<file path="src/rtl/seg7_pkg.sv">
// seg7_pkg: definitions shared by the 7-segment encoder and the scan-capture block.
//
// Contents:
//   SEG_A..SEG_G   bit positions of each segment inside a 7-bit code (bit6=a ... bit0=g)
//   SEG_0..SEG_9   active-high segment patterns for the decimal digits
//   SEG_BLANK      all segments off
//   BCD_BLANK      BCD value used to represent a blank digit
//   CNT_W          width of the stability counter (covers STABLE_CYCLES up to 15)
//   state_e        capture FSM states
package seg7_pkg;

  localparam int unsigned SEG_A = 6;
  localparam int unsigned SEG_B = 5;
  localparam int unsigned SEG_C = 4;
  localparam int unsigned SEG_D = 3;
  localparam int unsigned SEG_E = 2;
  localparam int unsigned SEG_F = 1;
  localparam int unsigned SEG_G = 0;

  localparam logic [6:0] SEG_0     = 7'b1111110;
  localparam logic [6:0] SEG_1     = 7'b0110000;
  localparam logic [6:0] SEG_2     = 7'b1101101;
  localparam logic [6:0] SEG_3     = 7'b1111001;
  localparam logic [6:0] SEG_4     = 7'b0110011;
  localparam logic [6:0] SEG_5     = 7'b1011011;
  localparam logic [6:0] SEG_6     = 7'b1011111;
  localparam logic [6:0] SEG_7     = 7'b1110000;
  localparam logic [6:0] SEG_8     = 7'b1111111;
  localparam logic [6:0] SEG_9     = 7'b1111011;
  localparam logic [6:0] SEG_BLANK = 7'b0000000;

  localparam logic [3:0] BCD_BLANK = 4'hF;

  localparam int unsigned CNT_W = 4;

  // TRACK: waiting for a code to become stable. DWELL: code accepted, waiting for it to change.
  typedef enum logic {
    StTrack = 1'b0,
    StDwell = 1'b1
  } state_e;

endpackage

</file>
<file path="src/rtl/seg7_to_bcd.sv">
// seg7_to_bcd: purely combinational 7-segment to BCD decoder.
//
// Ports:
//   seg   in  [6:0]  active-high segment pattern, bit6=a ... bit0=g
//   bcd   out [3:0]  decoded digit (0 when the pattern is illegal)
//   legal out        pattern is one of the accepted codes
//
// Build option: SEG7_BLANK_ACCEPT_EN -- when defined, the all-off pattern is accepted and
// decodes to BCD_BLANK; otherwise it is illegal like any other unknown pattern.
module seg7_to_bcd
  import seg7_pkg::*;
(
  input  logic [6:0] seg,
  output logic [3:0] bcd,
  output logic       legal
);

  always_comb begin
    bcd   = 4'h0;
    legal = 1'b0;
    unique case (seg)
      SEG_0: begin bcd = 4'd0; legal = 1'b1; end
      SEG_1: begin bcd = 4'd1; legal = 1'b1; end
      SEG_2: begin bcd = 4'd2; legal = 1'b1; end
      SEG_3: begin bcd = 4'd3; legal = 1'b1; end
      SEG_4: begin bcd = 4'd4; legal = 1'b1; end
      SEG_5: begin bcd = 4'd5; legal = 1'b1; end
      SEG_6: begin bcd = 4'd6; legal = 1'b1; end
      SEG_7: begin bcd = 4'd7; legal = 1'b1; end
      SEG_8: begin bcd = 4'd8; legal = 1'b1; end
      SEG_9: begin bcd = 4'd9; legal = 1'b1; end
`ifdef SEG7_BLANK_ACCEPT_EN
      SEG_BLANK: begin bcd = BCD_BLANK; legal = 1'b1; end
`endif
      default: begin bcd = 4'h0; legal = 1'b0; end
    endcase
  end

endmodule

</file>
<file path="src/rtl/seg7_scan_capture.sv">
// seg7_scan_capture: reads a multiplexed 7-segment display bus back into BCD frames.
//
// Each (segment code, digit select) sample must repeat STABLE_CYCLES times with a one-hot
// select before it is acted on, once per dwell. Legal codes fill the slot of the selected
// digit; illegal codes pulse code_err. When every digit slot has been written, the whole
// frame is published on bcd_out in one update together with a frame_valid pulse.
//
// Parameters:
//   DIGITS         number of multiplexed digits (1..8)
//   STABLE_CYCLES  identical samples required before a code is accepted (2..15)
//
// Ports:
//   clk          in               system clock, rising edge
//   rst          in               asynchronous active-high reset
//   seg_in       in  [6:0]        segment pattern, bit6=a ... bit0=g
//   dig_sel      in  [DIGITS-1:0] digit enable, expected one-hot
//   bcd_out      out [4*DIGITS-1:0] last complete frame, digit i at [4i+3:4i]
//   frame_valid  out              one-cycle pulse when bcd_out takes a new frame
//   code_err     out              one-cycle pulse on a stable illegal pattern
//   err_digit    out [2:0]        digit index of the most recent code_err
//
// Build option: SEG7_BLANK_ACCEPT_EN (see seg7_to_bcd) makes the blank pattern a legal code.
module seg7_scan_capture
  import seg7_pkg::*;
#(
  parameter int unsigned DIGITS        = 4,
  parameter int unsigned STABLE_CYCLES = 4
) (
  input  logic                  clk,
  input  logic                  rst,
  input  logic [6:0]            seg_in,
  input  logic [DIGITS-1:0]     dig_sel,
  output logic [4*DIGITS-1:0]   bcd_out,
  output logic                  frame_valid,
  output logic                  code_err,
  output logic [2:0]            err_digit
);

  localparam logic [CNT_W-1:0] STABLE = CNT_W'(STABLE_CYCLES);

  // Input stage and previous-sample history.
  logic [6:0]          seg_q, seg_prev_q;
  logic [DIGITS-1:0]   sel_q, sel_prev_q;

  // Stability tracking.
  logic [CNT_W-1:0]    cnt_q, cnt_d;
  logic                sel_onehot;
  logic                sample_same;

  // FSM.
  state_e              state_q, state_d;
  logic                act;
  logic                wr_en;
  logic                err_en;

  // Decoder results for the counted sample.
  logic [3:0]          dec_bcd;
  logic                dec_legal;
  logic [2:0]          sel_idx;

  // Frame assembly and outputs.
  logic [4*DIGITS-1:0] slot_q, slot_d;
  logic [DIGITS-1:0]   mask_q, mask_d;
  logic [4*DIGITS-1:0] bcd_q, bcd_d;
  logic                fv_q, fv_d;
  logic                cerr_q, cerr_d;
  logic [2:0]          edig_q, edig_d;

  // ---------------------------------------------------------------------------------------
  // Input registers
  // ---------------------------------------------------------------------------------------
  always_ff @(posedge clk or posedge rst) begin
    if (rst) begin
      seg_q      <= '0;
      sel_q      <= '0;
      seg_prev_q <= '0;
      sel_prev_q <= '0;
    end else begin
      seg_q      <= seg_in;
      sel_q      <= dig_sel;
      seg_prev_q <= seg_q;
      sel_prev_q <= sel_q;
    end
  end

  // ---------------------------------------------------------------------------------------
  // Stability counter. After an update, cnt_q is the length of the run of identical one-hot
  // samples ending with the sample now held in seg_prev_q/sel_prev_q.
  // ---------------------------------------------------------------------------------------
  always_comb begin
    sel_onehot  = (sel_q != '0) && ((sel_q & (sel_q - DIGITS'(1))) == '0);
    sample_same = (seg_q == seg_prev_q) && (sel_q == sel_prev_q);
    if (!sample_same || !sel_onehot) begin
      cnt_d = CNT_W'(1);
    end else if (cnt_q >= STABLE) begin
      cnt_d = STABLE;
    end else begin
      cnt_d = cnt_q + CNT_W'(1);
    end
  end

  always_ff @(posedge clk or posedge rst) begin
    if (rst) begin
      cnt_q <= '0;
    end else begin
      cnt_q <= cnt_d;
    end
  end

  // ---------------------------------------------------------------------------------------
  // FSM: state register, next state, outputs
  // ---------------------------------------------------------------------------------------
  always_ff @(posedge clk or posedge rst) begin
    if (rst) begin
      state_q <= StTrack;
    end else begin
      state_q <= state_d;
    end
  end

  // The counter saturates while the sample holds, so leaving saturation means it changed.
  always_comb begin
    state_d = state_q;
    case (state_q)
      StTrack: if (cnt_q == STABLE) state_d = StDwell;
      StDwell: if (cnt_q != STABLE) state_d = StTrack;
    endcase
  end

  // Act only on the TRACK->DWELL transition so each dwell is handled exactly once.
  always_comb begin
    act    = (state_q == StTrack) && (cnt_q == STABLE);
    wr_en  = act && dec_legal;
    err_en = act && !dec_legal;
  end

  // ---------------------------------------------------------------------------------------
  // Decode of the counted sample
  // ---------------------------------------------------------------------------------------
  seg7_to_bcd u_dec (
    .seg   (seg_prev_q),
    .bcd   (dec_bcd),
    .legal (dec_legal)
  );

  always_comb begin
    sel_idx = 3'd0;
    for (int i = 0; i < int'(DIGITS); i++) begin
      if (sel_prev_q[i]) sel_idx = 3'(i);
    end
  end

  // ---------------------------------------------------------------------------------------
  // Slots, mask and output registers. Completion looks at the registered mask, so it can
  // never coincide with a slot write: the FSM is in DWELL on the cycle after any write.
  // ---------------------------------------------------------------------------------------
  always_comb begin
    slot_d = slot_q;
    mask_d = mask_q;
    bcd_d  = bcd_q;
    fv_d   = 1'b0;
    cerr_d = 1'b0;
    edig_d = edig_q;

    if (mask_q == '1) begin
      bcd_d  = slot_q;
      fv_d   = 1'b1;
      mask_d = '0;
    end else if (wr_en) begin
      for (int i = 0; i < int'(DIGITS); i++) begin
        if (sel_prev_q[i]) slot_d[4*i +: 4] = dec_bcd;
      end
      mask_d = mask_q | sel_prev_q;
    end

    if (err_en) begin
      cerr_d = 1'b1;
      edig_d = sel_idx;
    end
  end

  always_ff @(posedge clk or posedge rst) begin
    if (rst) begin
      slot_q <= '0;
      mask_q <= '0;
      bcd_q  <= '0;
      fv_q   <= 1'b0;
      cerr_q <= 1'b0;
      edig_q <= 3'd0;
    end else begin
      slot_q <= slot_d;
      mask_q <= mask_d;
      bcd_q  <= bcd_d;
      fv_q   <= fv_d;
      cerr_q <= cerr_d;
      edig_q <= edig_d;
    end
  end

  assign bcd_out     = bcd_q;
  assign frame_valid = fv_q;
  assign code_err    = cerr_q;
  assign err_digit   = edig_q;

endmodule

</file>
<file path="config.mk">
export PLATFORM = sky130hd
export DESIGN_NAME = seg7_scan_capture
export DESIGN_NICKNAME = d
export VERILOG_FILES = /design/src/rtl/seg7_pkg.sv /design/src/rtl/seg7_to_bcd.sv /design/src/rtl/seg7_scan_capture.sv
export SDC_FILE = /design/constraint.sdc
export NUM_CORES = 1
export LEC_CHECK = 0
export ABC_AREA = 1
export CORE_ASPECT_RATIO = 1.2
export CORE_MARGIN = 3
export CORE_UTILIZATION = 30
export DETAILED_ROUTE_END_ITERATION = 6
export GPL_TIMING_DRIVEN = 0
export SETUP_SLACK_MARGIN = 0.4
export SYNTH_ARGS = -nofsm -noshare
export SYNTH_HDL_FRONTEND = slang
export SYNTH_HIERARCHICAL = 1
export SYNTH_SLANG_ARGS = --single-unit
</file>
<file path="constraint.sdc">
create_clock -name clk -period 2.3 [get_ports clk]
set_input_delay 0.23 -clock clk [delete_from_list [all_inputs] [get_ports clk]]
set_output_delay 0.23 -clock clk [all_outputs]
set_load 0.005 [all_outputs]
</file>
==> impl_metrics.env <==
export IMPL_cts_root_buf="clkbuf_8"
export IMPL_status="finished clean"
export IMPL_die_x_um=94.61
export IMPL_syn_area_per_cell_um2=8.387
export IMPL_use_met2_pct=18.16
export IMPL_cts_tree="yes"
export IMPL_async_reset_ff_share_pct=100.0
export IMPL_synth_cell_types=23
export IMPL_rsz0062_at_grt="no"
export IMPL_crit_chain="nand3_1 > nor3_1 > nor2_1 > nand3_2 > nand2_4 > nor2_4 > inv_2 > nand2_1 > nand2_1"
export IMPL_finish_instance_area_um2=3626
export IMPL_ys_seq_area_share_pct=59.32
export IMPL_port_buffers=32
export IMPL_grt_pass1_vias=2081
export IMPL_p_total_mw=2.725
export IMPL_start_util_pct=30.96
export IMPL_use_met3_pct=2.815
export IMPL_cp_start_kind="register"
export IMPL_cpMaxStageDelayCell="dfrtp_1"
export IMPL_die_y_um=112.3
export IMPL_hold_viol=0
export IMPL_place_inst=491
export IMPL_syn_inst=337
export IMPL_wl_um=5245
export IMPL_avgViaCountPerCell=4.126
export IMPL_first_pass_iters=4
export IMPL_fin_crit_sh_pct=73.66
export IMPL_track_usage_pct=10.97
export IMPL_peakVddDrop_v=0.0003751
export IMPL_detailed_place_hpwl_um=3703
export IMPL_crit_top_cell="nand2_1"
export IMPL_nNetsFinal=397
export IMPL_critPathMaxStageDelay_ns=0.46
export IMPL_required_ns=2.53
export IMPL_setup_viol=0
export IMPL_ant_nets=0
export IMPL_maxCapViolations=0
export IMPL_relSlewSlack_pct=63.47
export IMPL_io_pins=34
export IMPL_fp_row_count=38
export IMPL_wl_per_cell_um=10.35
export IMPL_synth_ff_type="dfrtp_1"
export IMPL_reg2reg_depth=9
export IMPL_syn_area_um2=2826
export IMPL_drive_gt1_share_pct=9.819
export IMPL_finalClockSkew_ns=0.01083
export IMPL_slew_violations=0
export IMPL_post_cts_buffers=0
export IMPL_criticalPathCategory="reg2reg"
export IMPL_htree_levels=3
export IMPL_cts_buffers=9
export IMPL_tns_ns=0
export IMPL_crit_fanout=7
export IMPL_dr_first_iter_drc_count=78
export IMPL_antenna_found_initial=0
export IMPL_clock_path_buffers=2
export IMPL_top_usage_layer="met2"
export IMPL_period_needed_ns=1.694
export IMPL_synth_seq_cells=67
export IMPL_hp_class="in2async"
export IMPL_clock_latency_ns=0.35
export IMPL_reg2reg_from="seg_prev_q[6]$_DFF_PP0_"
export IMPL_ys_warn_count=6
export IMPL_num_vias=2092
export IMPL_grt_max_degree=44
export IMPL_leakagePower_nw=1.919
export IMPL_dpl_instance_area_um2=3324
export IMPL_diodes=0
export IMPL_cp_end_kind="register"
export IMPL_synth_edf_count=0
export IMPL_design_core_area_um2=9129
export IMPL_drcViolationCount=0
export IMPL_fin_cells=507
export IMPL_grt_overflow_total=0
export IMPL_clock_sinks=67
export IMPL_pwr_density_cell_nw_per_um2=751.6
export IMPL_clkTransAtPathRegs_ns=0.07
export IMPL_fill_cells=928
export IMPL_grt_pass1_wl_um=9204
export IMPL_gp_congestion=0.8155
export IMPL_critical_path_arrival_ns=1.93
export IMPL_grt_met1_usage_pct=13.37
export IMPL_reg2reg_slack_ns=0.61
export IMPL_worst_pin_slew_ns=0.5469
export IMPL_reg2reg_to="slot_q[13]$_DFFE_PP0P_"
export IMPL_fmax_ghz=0.5903
export IMPL_syn_to_final_growth_pct=28.29
export IMPL_die_area_um2=10630
## cells by family after synthesis
| kind of cell | count (synthesis) | share of synthesized area, % |
|---|---|---|
| other cells | 1 | 0.1327 |
| buf+inv | 50 | 6.905 |
| simple gates | 203 | 30.19 |
| compound gates | 14 | 2.568 |
| fa+ha+maj | 2 | 0.8852 |
| flops | 67 | 59.32 |
## cells in the mapped netlist, types with 2 or more instances
library cell	number	area (µm²)
buf_2	3	15.01
dfrtp_1	67	1677
ha_1	2	25.02
inv_1	41	153.9
inv_2	4	15.01
nand2_1	153	574.3
nand3_1	8	40.04
nor2_1	27	101.4
nor2_2	3	18.77
nor2_4	3	33.78
nor3_1	2	10.01
o21ai_0	13	65.06
## through the flow
stage                     utilization [%]  setup slack [ns]  hold slack, ns
after global routing                39.72            0.4116          0.3089
after CTS                           39.57            0.4335          0.2931
after global placement              36.20            0.4983          0.3615
final                               39.72            0.6059          0.2750
after detailed placement            36.42            0.4559          0.3648
after floorplan                         -            0.7646          0.2614
## power breakdown
group	switching, mW	internal [mW]
sequential	0.0244	1.20
clock	0.454	0.939
combinational	0.0654	0.0444
## layout make-up
class                   count  area (µm²)  share of cell area, %
flip-flops and latches     67        1677                  46.24
multi-input cells         221       972.2                  26.81
repair buffers             33       340.3                  9.386
inverters                  45       172.7                  4.762
clock inverters             7       163.9                  4.520
well taps                 120       150.1                  4.141
clock buffers               9       123.9                  3.416
plain buffers               5       26.28                 0.7246
## worst max-delay path by stage
stage	slack, ns	to	cells after the start	startpoint
floorplan	0.76	err_digit[1]$_DFFE_PP0P_	9	seg_prev_q[1]$_DFF_PP0_
global placement	0.50	err_digit[1]$_DFFE_PP0P_	9	seg_prev_q[1]$_DFF_PP0_
detailed placement	0.46	err_digit[1]$_DFFE_PP0P_	9	seg_prev_q[1]$_DFF_PP0_
CTS	0.43	err_digit[1]$_DFFE_PP0P_	9	seg_prev_q[1]$_DFF_PP0_
global route	0.41	slot_q[13]$_DFFE_PP0P_	10	seg_prev_q[3]$_DFF_PP0_
finish	0.61	slot_q[13]$_DFFE_PP0P_	9	seg_prev_q[6]$_DFF_PP0_
## critical path, delay by kind of cell, from the launching register on
kind | cells | cell delay, ns
buffers and inverters | 1 | 0.07
flip-flops | 1 | 0.46
AND/OR/NAND/NOR | 8 | 1.06
## sequential cells by signal, indices dropped and copies added, names as in the netlist
signal and flops:
err_digit 2, seg_prev_q 7, seg_q 7, frame_valid 1, sel_prev_q 4, code_err 1, cnt_q 4, sel_q 4
bcd_out 16, state_q 1, mask_q 4, slot_q 16
## metal layers
| metal | vias to the layer above | share of wire [%] |
|---|---|---|
| li1 | 1093 | - |
| met1 | 966 | 45 |
| met2 | 31 | 50 |
| met3 | 2 | 4.2 |
| met4 | 0 | 0.55 |
| met5 | - | 0 |
## cells in the final DEF (no fill, tap or decap), drive strengths merged, types with 2 or more instances in the layout
| cell | synthesis | layout |
|---|---|---|
| ha | 2 | 2 |
| nor3 | 3 | 3 |
| clkdlybuf4s50 | 0 | 32 |
| o21ai | 13 | 13 |
| nor2 | 33 | 33 |
| nand2 | 155 | 155 |
| clkbuf | 0 | 9 |
| buf | 5 | 6 |
| nand4 | 2 | 2 |
| nand3 | 9 | 9 |
| conb | 1 | 2 |
| inv | 45 | 44 |
| clkinv | 0 | 2 |
| dfrtp | 67 | 67 |
| bufinv | 0 | 5 |
## what timing repair did
item	4_1_cts	5_1_grt
gates resized for setup	0	2
setup endpoints to repair	0	3
hold buffers	0	0
No activity file was read; power rests on OpenSTA's default activity.
